===== config.mk =====
export PLATFORM = sky130hd
export DESIGN_NAME = pc_fetch_unit
export DESIGN_NICKNAME = d
export VERILOG_FILES = /design/src/rtl/pc_fetch_unit.sv
export SDC_FILE = /design/constraint.sdc
export NUM_CORES = 1
export LEC_CHECK = 0
export ABC_AREA = 1
export CORE_MARGIN = 3
export CORE_UTILIZATION = 49
export DETAILED_ROUTE_END_ITERATION = 8
export PLACE_DENSITY = 0.85
export SETUP_SLACK_MARGIN = 0.02
export SLEW_MARGIN = 30
export SYNTH_ARGS = -nofsm -noshare
export SYNTH_HDL_FRONTEND = slang
export SYNTH_SLANG_ARGS = --single-unit

===== constraint.sdc =====
create_clock -name CLK -period 2.5 [get_ports CLK]
set_input_delay 0.375 -clock CLK [delete_from_list [all_inputs] [get_ports CLK]]
set_output_delay 0.375 -clock CLK [all_outputs]
set_load 0.03 [all_outputs]

===== src/rtl/pc_fetch_unit.sv =====
// Fetch PC register and Instr_Mem request generator for the RV32I front end.
// Optional macro PC_MISALIGN_TRAP_EN turns misaligned redirects into trap entry.
module pc_fetch_unit #(
    parameter int              XLEN         = 32,
    parameter logic [XLEN-1:0] RESET_VECTOR = '0,
    parameter int              INC          = 4
) (
    input  logic            CLK,
    input  logic            nRESET,
    input  logic            hazard_i,
    input  logic            redirect_i,
    input  logic [XLEN-1:0] redirect_pc_i,
    input  logic            trap_i,
    input  logic [XLEN-1:0] trap_vec_i,
    input  logic            req_ready_i,
    output logic            req_valid_o,
    output logic [XLEN-1:0] req_addr_o,
    output logic [XLEN-1:0] pc_o,
    output logic [XLEN-1:0] pc_plus_o,
    output logic            stale_o,
    output logic            misalign_o,
    output logic [1:0]      state_o,
    output logic            pend_v_o
);

    localparam logic [XLEN-1:0] INC_X = XLEN'(INC);

    typedef enum logic [1:0] {
        IDLE  = 2'd0,
        FETCH = 2'd1,
        STALL = 2'd2
    } state_t;

    state_t          state;
    logic [XLEN-1:0] pc;
    logic [XLEN-1:0] pend_pc;
    logic            pend_v;

    logic            accept;
    logic            misalign;
    logic            trap_eff;
    logic            redir_eff;
    logic            jump;
    logic [XLEN-1:0] jump_pc;

    // Handshake: a request is transferred on any edge where req_valid_o and
    // req_ready_i are both high; until then address and valid are held.
    assign accept = (state == FETCH) & req_ready_i;

`ifdef PC_MISALIGN_TRAP_EN
    assign misalign = redirect_i & (redirect_pc_i[1:0] != 2'b00);
`else
    assign misalign = 1'b0;
`endif

    // A misaligned redirect is demoted to a trap towards trap_vec_i.
    assign trap_eff  = trap_i | misalign;
    assign redir_eff = redirect_i & ~misalign;
    assign jump      = trap_eff | redir_eff;
    assign jump_pc   = trap_eff ? trap_vec_i : redirect_pc_i;

    always_ff @(posedge CLK or negedge nRESET) begin
        if (!nRESET) begin
            state   <= IDLE;
            pc      <= RESET_VECTOR;
            pend_pc <= '0;
            pend_v  <= 1'b0;
        end else begin
            case (state)
                IDLE: begin
                    state <= FETCH;
                    if (jump) pc <= jump_pc;
                end
                FETCH: begin
                    if (accept) begin
                        if (jump)        pc <= jump_pc;
                        else if (pend_v) pc <= pend_pc;
                        else             pc <= pc + INC_X;
                        pend_v <= 1'b0;
                        state  <= hazard_i ? STALL : FETCH;
                    end else if (jump) begin
                        // Address must hold until accepted; remember the newest target.
                        pend_pc <= jump_pc;
                        pend_v  <= 1'b1;
                    end
                end
                STALL: begin
                    if (jump)      pc    <= jump_pc;
                    if (!hazard_i) state <= FETCH;
                end
                default: state <= IDLE;
            endcase
        end
    end

    assign req_valid_o = (state == FETCH);
    assign req_addr_o  = pc;
    assign pc_o        = pc;
    assign pc_plus_o   = pc + INC_X;
    assign stale_o     = accept & (pend_v | trap_i | redirect_i);
    assign misalign_o  = misalign;
    assign state_o     = state;
    assign pend_v_o    = pend_v;

endmodule


After elaboration in Yosys (flattened, before gate mapping)

Cells that the tools add are included.

Bits in registers: 67
Input port bits: 70
Output and inout port bits: 102

Add/sub/neg operators: 1
Eq/ne operators: 5
Multiplexer cells: 12
Bitwise gates (word level): 6
Reductions and logical operators: 8

Operators by type and width:

| operator              | number |
|---|---|
| $mux 32               | 5 |
| $pmux 32 s2           | 1 |
| $add 32x3->32 const B | 1 |
| $mux 2                | 3 |
| $pmux 2 s3            | 1 |
| $reduce_and 3->1      | 2 |
| $ne 2x1->1 const B    | 2 |
| $reduce_and 2->1      | 2 |
| $reduce_bool 2->1     | 2 |
| $or 1x1->1            | 3 |
| $and 1x1->1           | 2 |
| $eq 2x1->1 const B    | 1 |
| $eq 2x2->1 const B    | 1 |
| $logic_not 2->1       | 1 |
| $mux 1                | 2 |
| $ne 2x2->1 const B    | 1 |
| $reduce_or 2->1       | 1 |
| $not 1->1             | 1 |

Logic depth before layout (Yosys ltp)

Gate-level depths: netlist of the first run.

Depth after elaboration: 5
Mapped depth: 12
Mapped depth without buffers: 12

Worst setup path before layout of the first run

OpenSTA, ideal clock, no wires.

Path kind: reg2out
Start: register pc[2] (netlist: pc_o[2])
End: output port pc_plus_o[11]
Arrival: 1805 ps
Data required time: 2125 ps
Setup slack: 320 ps
Stages on the path, launching flop included: 6
Path buffers: 0
Cell sequence: dfrtp_1 inv_1 nor2_4 nand2_4 nor2_4 xor2_1

Word-level cells in the longest chain between the ends: 1

RTL lines:

| item                     | line | text |
|---|---|---|
| start: declaration       | 35   | `logic [XLEN-1:0] pc;` |
| start signal: assignment | 72   | `if (jump) pc <= jump_pc;` |
| start signal: assignment | 76   | `if (jump) pc <= jump_pc;` |
| start signal: assignment | 77   | `else if (pend_v) pc <= pend_pc;` |
| $add 32x3->32            | 99   | `assign pc_plus_o = pc + INC_X;` |
| end: declaration         | 19   | `output logic [XLEN-1:0] pc_plus_o,` |

No other way between the ends.

Final worst setup path of the first run

Start: register pc[2] (netlist: pc_o[2])
End: output port pc_plus_o[10]

Same word-level chain as after synthesis.

==> results.py, run 1 <==
metrics = {
    "outcome": {
        "status": "completed",
    },
    "setup_path": {
        "startpoint_type": "register",
        "crit_arrival_ns": 2.03,
        "cp_max_fo": 5,
        "required_ns": 2.12,
        "end_kind": "primary output",
        "cpPeakStageDelay_ns": 0.44,
        "critPathSlowestCell": "dlygate4sd2_1",
        "crit_type": "reg2out",
        "path_cells": "ha_2, nand2_1, nor2_4, nand2_4, xnor2_1, dlygate4sd2_1",
    },
    "clocking": {
        "hold_buffers": 0,
        "cts.path.max_buffers": 2,
        "path_clk_slew_ns": 0.08,
        "worstSkewPairLatency_ns": 0.35,
        "cts_tree": "done",
        "htree_levels": 3,
        "clock_sinks": 67,
        "cts_buffers": 9,
        "root_buffer": "clkbuf_8",
    },
    "placement": {
        "post-place-cells": 936,
        "portBuffers": 170,
        "dp_slack_ns": 0.0912,
        "place.gp.congestion": 0.917,
        "detailed_place_hpwl_um": 11300,
        "postPlaceCellArea_um2": 6350,
    },
    "sta": {
        "hold_violations": 0,
        "holdWs_ns": 0.0599,
        "tns_ns": 0,
        "tightest_slew_ns": 0.473,
        "slew_violations": 0,
        "clock.fmax_mhz": 416,
        "finClkSkew_ns": 0.0130,
        "post-route-min-period_ns": 2.40,
        "setup_viol": 0,
        "timing.final.ws_setup_ns": 0.0954,
        "relSlewSlack_pct": 67.5,
        "timing.final.crit_share_pct": 96.2,
    },
    "final_layout": {
        "multiInputGateArea_um2": 2510,
        "post-route-util_pct": 70.3,
        "num_antenna_cells": 0,
        "nFillCells": 767,
        "fin_cells": 956,
        "seqCellArea_um2": 1680,
        "drive_above_1_share_pct": 12.6,
        "area_delta_synth_final_pct": 38.6,
        "final_area_um2": 6560,
        "fin_nets": 893,
    },
    "power_and_ir_drop": {
        "power_density_nw_per_um2": 1140,
        "p_leak_nw": 3.25,
        "irDropWorstVdd_mv": 0.631,
        "p_total_mw": 7.49,
    },
    "floorplan": {
        "die_y_um": 104,
        "die_w_um": 104,
        "io_pins": 172,
        "die_area_um2": 10900,
        "rows": 35,
        "start_util_pct": 50.7,
        "coreArea_um2": 9330,
    },
    "yosys": {
        "synth_seq_area_share_pct": 35.4,
        "synth_top_area_share_pct": 35.4,
        "synth_most_common_cell": "nand2_1",
        "netlist_area_um2": 4730,
        "synth_edf_count": 0,
        "ys.warnings.count": 0,
        "ys.flop_type": "dfrtp_1",
        "netlist_top_cells_area": "dfrtp_1, nand2_1, mux2i_1, buf_4, o21ai_0",
        "synth.avg_cell_area_um2": 6.98,
        "synth_common_cells": "nand2_1, dfrtp_1, o21ai_0, buf_4, inv_1",
        "synth_nets": 749,
        "synth_top_area_cell": "dfrtp_1",
        "netlist_instances": 678,
        "ys_seq_elements": 67,
        "async_flop_share_pct": 100,
        "yosys.cell_types.count": 29,
    },
    "routing": {
        "avgRoutedWirePerCell_um": 15.7,
        "viasPerCell": 5.22,
        "ant_nets": 0,
        "wirelength_um": 15000,
        "drcViolationCount": 0,
        "dr.pass1.iters": 5,
        "drt_iter0_markers": 257,
        "vias": 4991,
    },
    "grt": {
        "grt-busiest-layer": "met2",
        "grt-ovfl-total": 0,
        "grt_max_degree": 51,
        "grt_first_pass_wirelength_um": 24100,
        "met1_usage_pct": 35.1,
        "antenna_found_initial": 0,
        "grt_usage_pct": 27.2,
        "use_met2_pct": 46.2,
        "first_global_vias": 4820,
        "grtUsageMet3_pct": 3.97,
    },
    "worst_hold_path": {
        "hp-class": "in2async",
    },
    "flow_run": {
        "maxCapViolations": 0,
    },
}
## state kept, by name, summed over array words and instances (netlist names)
signal    cells
pc_o         32
pend_v_o      1
pend_pc      32
state_o       2
## path summary, 6_finish.rpt
path / cells after the start / endpoint / slack [ns] / start
min reg2reg: 2 / pend_pc[27] / 0.49 / pend_pc[27]
max reg2reg: 11 / pc_o[18] / 0.67 / pc_o[2]
min in group CLK: 2 / pend_pc[27] / 0.49 / pend_pc[27]
max in group asynchronous: 2 / pc_o[15] / 2.06 / nRESET
max: 6 / pc_plus_o[10] / 0.1 / pc_o[2]
min: 2 / pc_o[0] / 0.06 / nRESET
## cells in the final DEF, fill, tap and decap left out, types with 2 or more instances in the layout
| master | n |
|---|---|
| bufinv_16 | 2 |
| clkdlybuf4s15_2 | 2 |
| a21oi_1 | 34 |
| xor2_2 | 3 |
| nand2_4 | 2 |
| nor2_2 | 4 |
| a21o_1 | 2 |
| clkinvlp_4 | 2 |
| dfrtp_1 | 63 |
| nor2_4 | 12 |
| dfrtp_2 | 4 |
| mux2i_1 | 32 |
| nand3_1 | 22 |
| nand2_1 | 292 |
| nor2_1 | 29 |
| inv_2 | 6 |
| o21ai_1 | 2 |
| buf_4 | 32 |
| clkdlybuf4s50_1 | 139 |
| nand3b_1 | 7 |
| dlymetal6s2s_1 | 2 |
| buf_2 | 2 |
| nand2_2 | 4 |
| and2_1 | 5 |
| inv_1 | 37 |
| clkbuf_2 | 13 |
| o21ai_0 | 38 |
| xor2_1 | 8 |
| xnor2_1 | 3 |
| clkbuf_8 | 10 |
| dlygate4sd2_1 | 5 |
## worst max-delay path, delay by kind of cell, from the launching register on
kind          cells  cell delay [ns]
simple gates      3             0.32
xor+xnor          1             0.25
flops             1             0.43
fa+ha+maj         1             0.23
buf+inv           1             0.44
## metal layers
layer  wire length (µm)  vias to the layer above
li1                   -                     2382
met1               6040                     2345
met2               7550                      231
met3               1070                       33
met5                  0                        -
met4                330                        0
## what timing repair did
action                                  in CTS  in global routing
cloned                                       0                  0
endpoints found under the setup margin      20                 21
resized for setup                           28                 31
buffers inserted                             1                  3
pin swaps                                    0                  1
## report_power, final
group          total [mW]  internal, mW  switching (mW)
sequential           1.98          1.51           0.466
combinational        4.48          1.66            2.82
clock                1.03         0.589           0.445
## cell families after synthesis
| kind of cell | Yosys count | share of synthesized area (%) |
|---|---|---|
| xor gates and xnor gates | 14 | 3.07 |
| adders and majority gates | 1 | 0.264 |
| DFF | 67 | 35.4 |
| and+or+nand+nor | 378 | 34.0 |
| other | 1 | 0.0792 |
| muxes | 32 | 6.77 |
| buffers and inverters | 106 | 11.8 |
| AOI/OAI and AO/OA | 79 | 8.64 |
## cell type report
type,instances,share of cell area [%]
timing repair buffer,196,27.7
clock buffer,10,2.10
tap,129,2.46
inverter,43,2.46
clock inverter,6,1.35
multi-input combinational,505,38.3
sequential,67,25.6
(Power assumes the default switching activity.)
==> run 2, diff against run 1 <==
TNS_END_PERCENT = 20   (was unset)
==> results.py, run 2 (synthesized netlist as in run 1, its figures left out) <==
metrics = {
    "floorplan": {
        "io_pins": 172,
        "die_w_um": 104,
        "die_area_um2": 10900,
        "die_y_um": 104,
        "start_util_pct": 50.7,
        "coreArea_um2": 9330,
        "rows": 35,
    },
    "final_layout": {
        "nFillCells": 772,
        "fin_nets": 890,
        "layout.cells.most_common_list": "nand2_1, clkdlybuf4s50_1, dfrtp_1",
        "drive_above_1_share_pct": 12.4,
        "num_antenna_cells": 0,
        "multiInputGateArea_um2": 2510,
        "area_delta_synth_final_pct": 38.1,
        "seqCellArea_um2": 1680,
        "final_common_cell": "nand2_1",
        "post-route-util_pct": 70.1,
    },
    "clocking": {
        "cts.path.max_buffers": 2,
        "path_clk_slew_ns": 0.09,
        "root_buffer": "clkbuf_8",
        "worstSkewPairLatency_ns": 0.35,
        "clock_sinks": 67,
        "cts_tree": "done",
        "htree_levels": 3,
        "cts_buffers": 9,
    },
    "power_and_ir_drop": {
        "power.share.sequential_pct": 26.5,
        "clkPwrFrac_pct": 13.9,
        "power_density_nw_per_um2": 1140,
        "power_frac_comb_pct": 59.5,
        "switchingPower_mw": 3.72,
        "irDropWorstVdd_mv": 0.633,
        "p_leak_nw": 3.22,
        "internal_power_mw": 3.74,
        "power.share.switching_pct": 49.8,
    },
    "routing": {
        "wirelength_um": 14900,
        "drt_iter0_markers": 282,
        "vias": 4908,
        "drcViolationCount": 0,
        "ant_nets": 0,
        "viasPerCell": 5.15,
        "dr.pass1.iters": 5,
        "avgRoutedWirePerCell_um": 15.6,
    },
    "setup_path": {
        "path_cells": "ha_2, nand2_1, nor2_4, nand2_4, xnor2_1, clkdlybuf4s15_1",
        "required_ns": 2.12,
        "cpPeakStageDelay_ns": 0.43,
        "critPathSlowestCell": "dfrtp_1",
        "reg2reg_from": "pc_o[2]",
        "end_kind": "primary output",
        "cp_max_fo": 5,
        "startpoint_type": "register",
        "cp-startpoint": "pc_o[2]",
        "crit_type": "reg2out",
        "crit_arrival_ns": 2.03,
    },
    "grt": {
        "grt-ovfl-total": 0,
        "first_global_vias": 4809,
        "antenna_found_initial": 0,
        "grt_max_degree": 51,
        "grt_first_pass_wirelength_um": 24100,
        "grt_usage_pct": 27.2,
    },
    "sta": {
        "setup_viol": 0,
        "clock.fmax_mhz": 416,
        "relSlewSlack_pct": 66.6,
        "timing.final.ws_setup_ns": 0.0984,
        "hold_violations": 0,
        "finClkSkew_ns": 0.0133,
        "post-route-min-period_ns": 2.40,
        "slew_violations": 0,
        "tightest_slew_ns": 0.501,
        "rsz0062_at_grt": "yes",
        "timing.final.crit_share_pct": 96.1,
    },
    "outcome": {
        "status": "completed",
    },
    "placement": {
        "place.gp.congestion": 0.917,
        "dp_slack_ns": 0.0912,
        "portBuffers": 170,
        "detailed_place_hpwl_um": 11300,
    },
    "flow_run": {
        "maxCapViolations": 0,
    },
    "worst_hold_path": {
        "hp-class": "in2async",
    },
}
run 2: cell count changes in the layout (fill, tap and decap cells not counted):
cell | previous run | this run
buf_4 | 32 | 29
clkdlybuf4s15_1 | 0 | 1
clkdlybuf4s50_1 | 139 | 140
dlygate4sd2_1 | 5 | 4
dlymetal6s2s_1 | 2 | 1
nand2_1 | 292 | 291
nand2_2 | 4 | 5
run 2: area by class of cell:
class                   count  share of cell area [%]
repair buffers            193                    27.4
clock inverters             6                    1.36
well taps                 129                    2.47
multi-input cells         505                    38.4
clock buffers              10                    2.11
flip-flops and latches     67                    25.7
inverters                  43                    2.47
run 2: metal layers:
layer  up-vias  track usage [%]  wire [µm]
met4         0             9.69        291
met2       216             46.2       7480
met5         -                0          0
met1      2285             35.1       6020
li1       2377                -          -
met3        30             3.97       1060
run 2: worst paths after layout:
kind | to | slack, ns | cells past startpoint
max | pc_plus_o[10] | 0.1 | 6
min | pc_o[0] | 0.06 | 2
max reg2reg | pc_o[18] | 0.67 | 11
min reg2reg | pend_pc[27] | 0.49 | 2
max in group asynchronous | pc_o[11] | 2.06 | 2
min in group CLK | pend_pc[27] | 0.49 | 2
run 2: per-stage QoR:
stage / TNS [ns] / area, µm² / hold slack [ns] / instances / power, mW
CTS: 0 / 6560 / 0.0660 / 952 / 7.46
detailed placement: 0 / 6350 / 0.451 / 936 / 6.49
finish: 0 / 6540 / 0.0617 / 953 / 7.46
global route: -0.0411 / 6540 / 0.0843 / 953 / 7.86
floorplan: 0 / 4730 / 0.0794 / 678 / 4.80
global placement: 0 / 6350 / 0.441 / 936 / 6.40
run 2: worst max-delay path, delay by kind of cell, from the launching register on:
family        cells  cell delay, ns
fa+ha+maj         1            0.23
buf+inv           1            0.42
flops             1            0.43
xor+xnor          1            0.26
simple gates      3            0.32
run 2: timing repair:
action	in CTS	in global routing
hold buffers	0	0
gates resized for setup	28	32
setup endpoints to repair	20	23
hold endpoints to repair	0	0
pin swaps	0	1
setup buffers	0	1
run 2: power groups by stage:
stage	registers (mW)	clock network (mW)	logic [mW]
floorplan	2.34	0	2.46
global placement	1.95	0	4.45
detailed placement	1.97	0	4.52
CTS	1.96	1.05	4.45
global route	2.05	1.10	4.72
finish	1.98	1.04	4.44
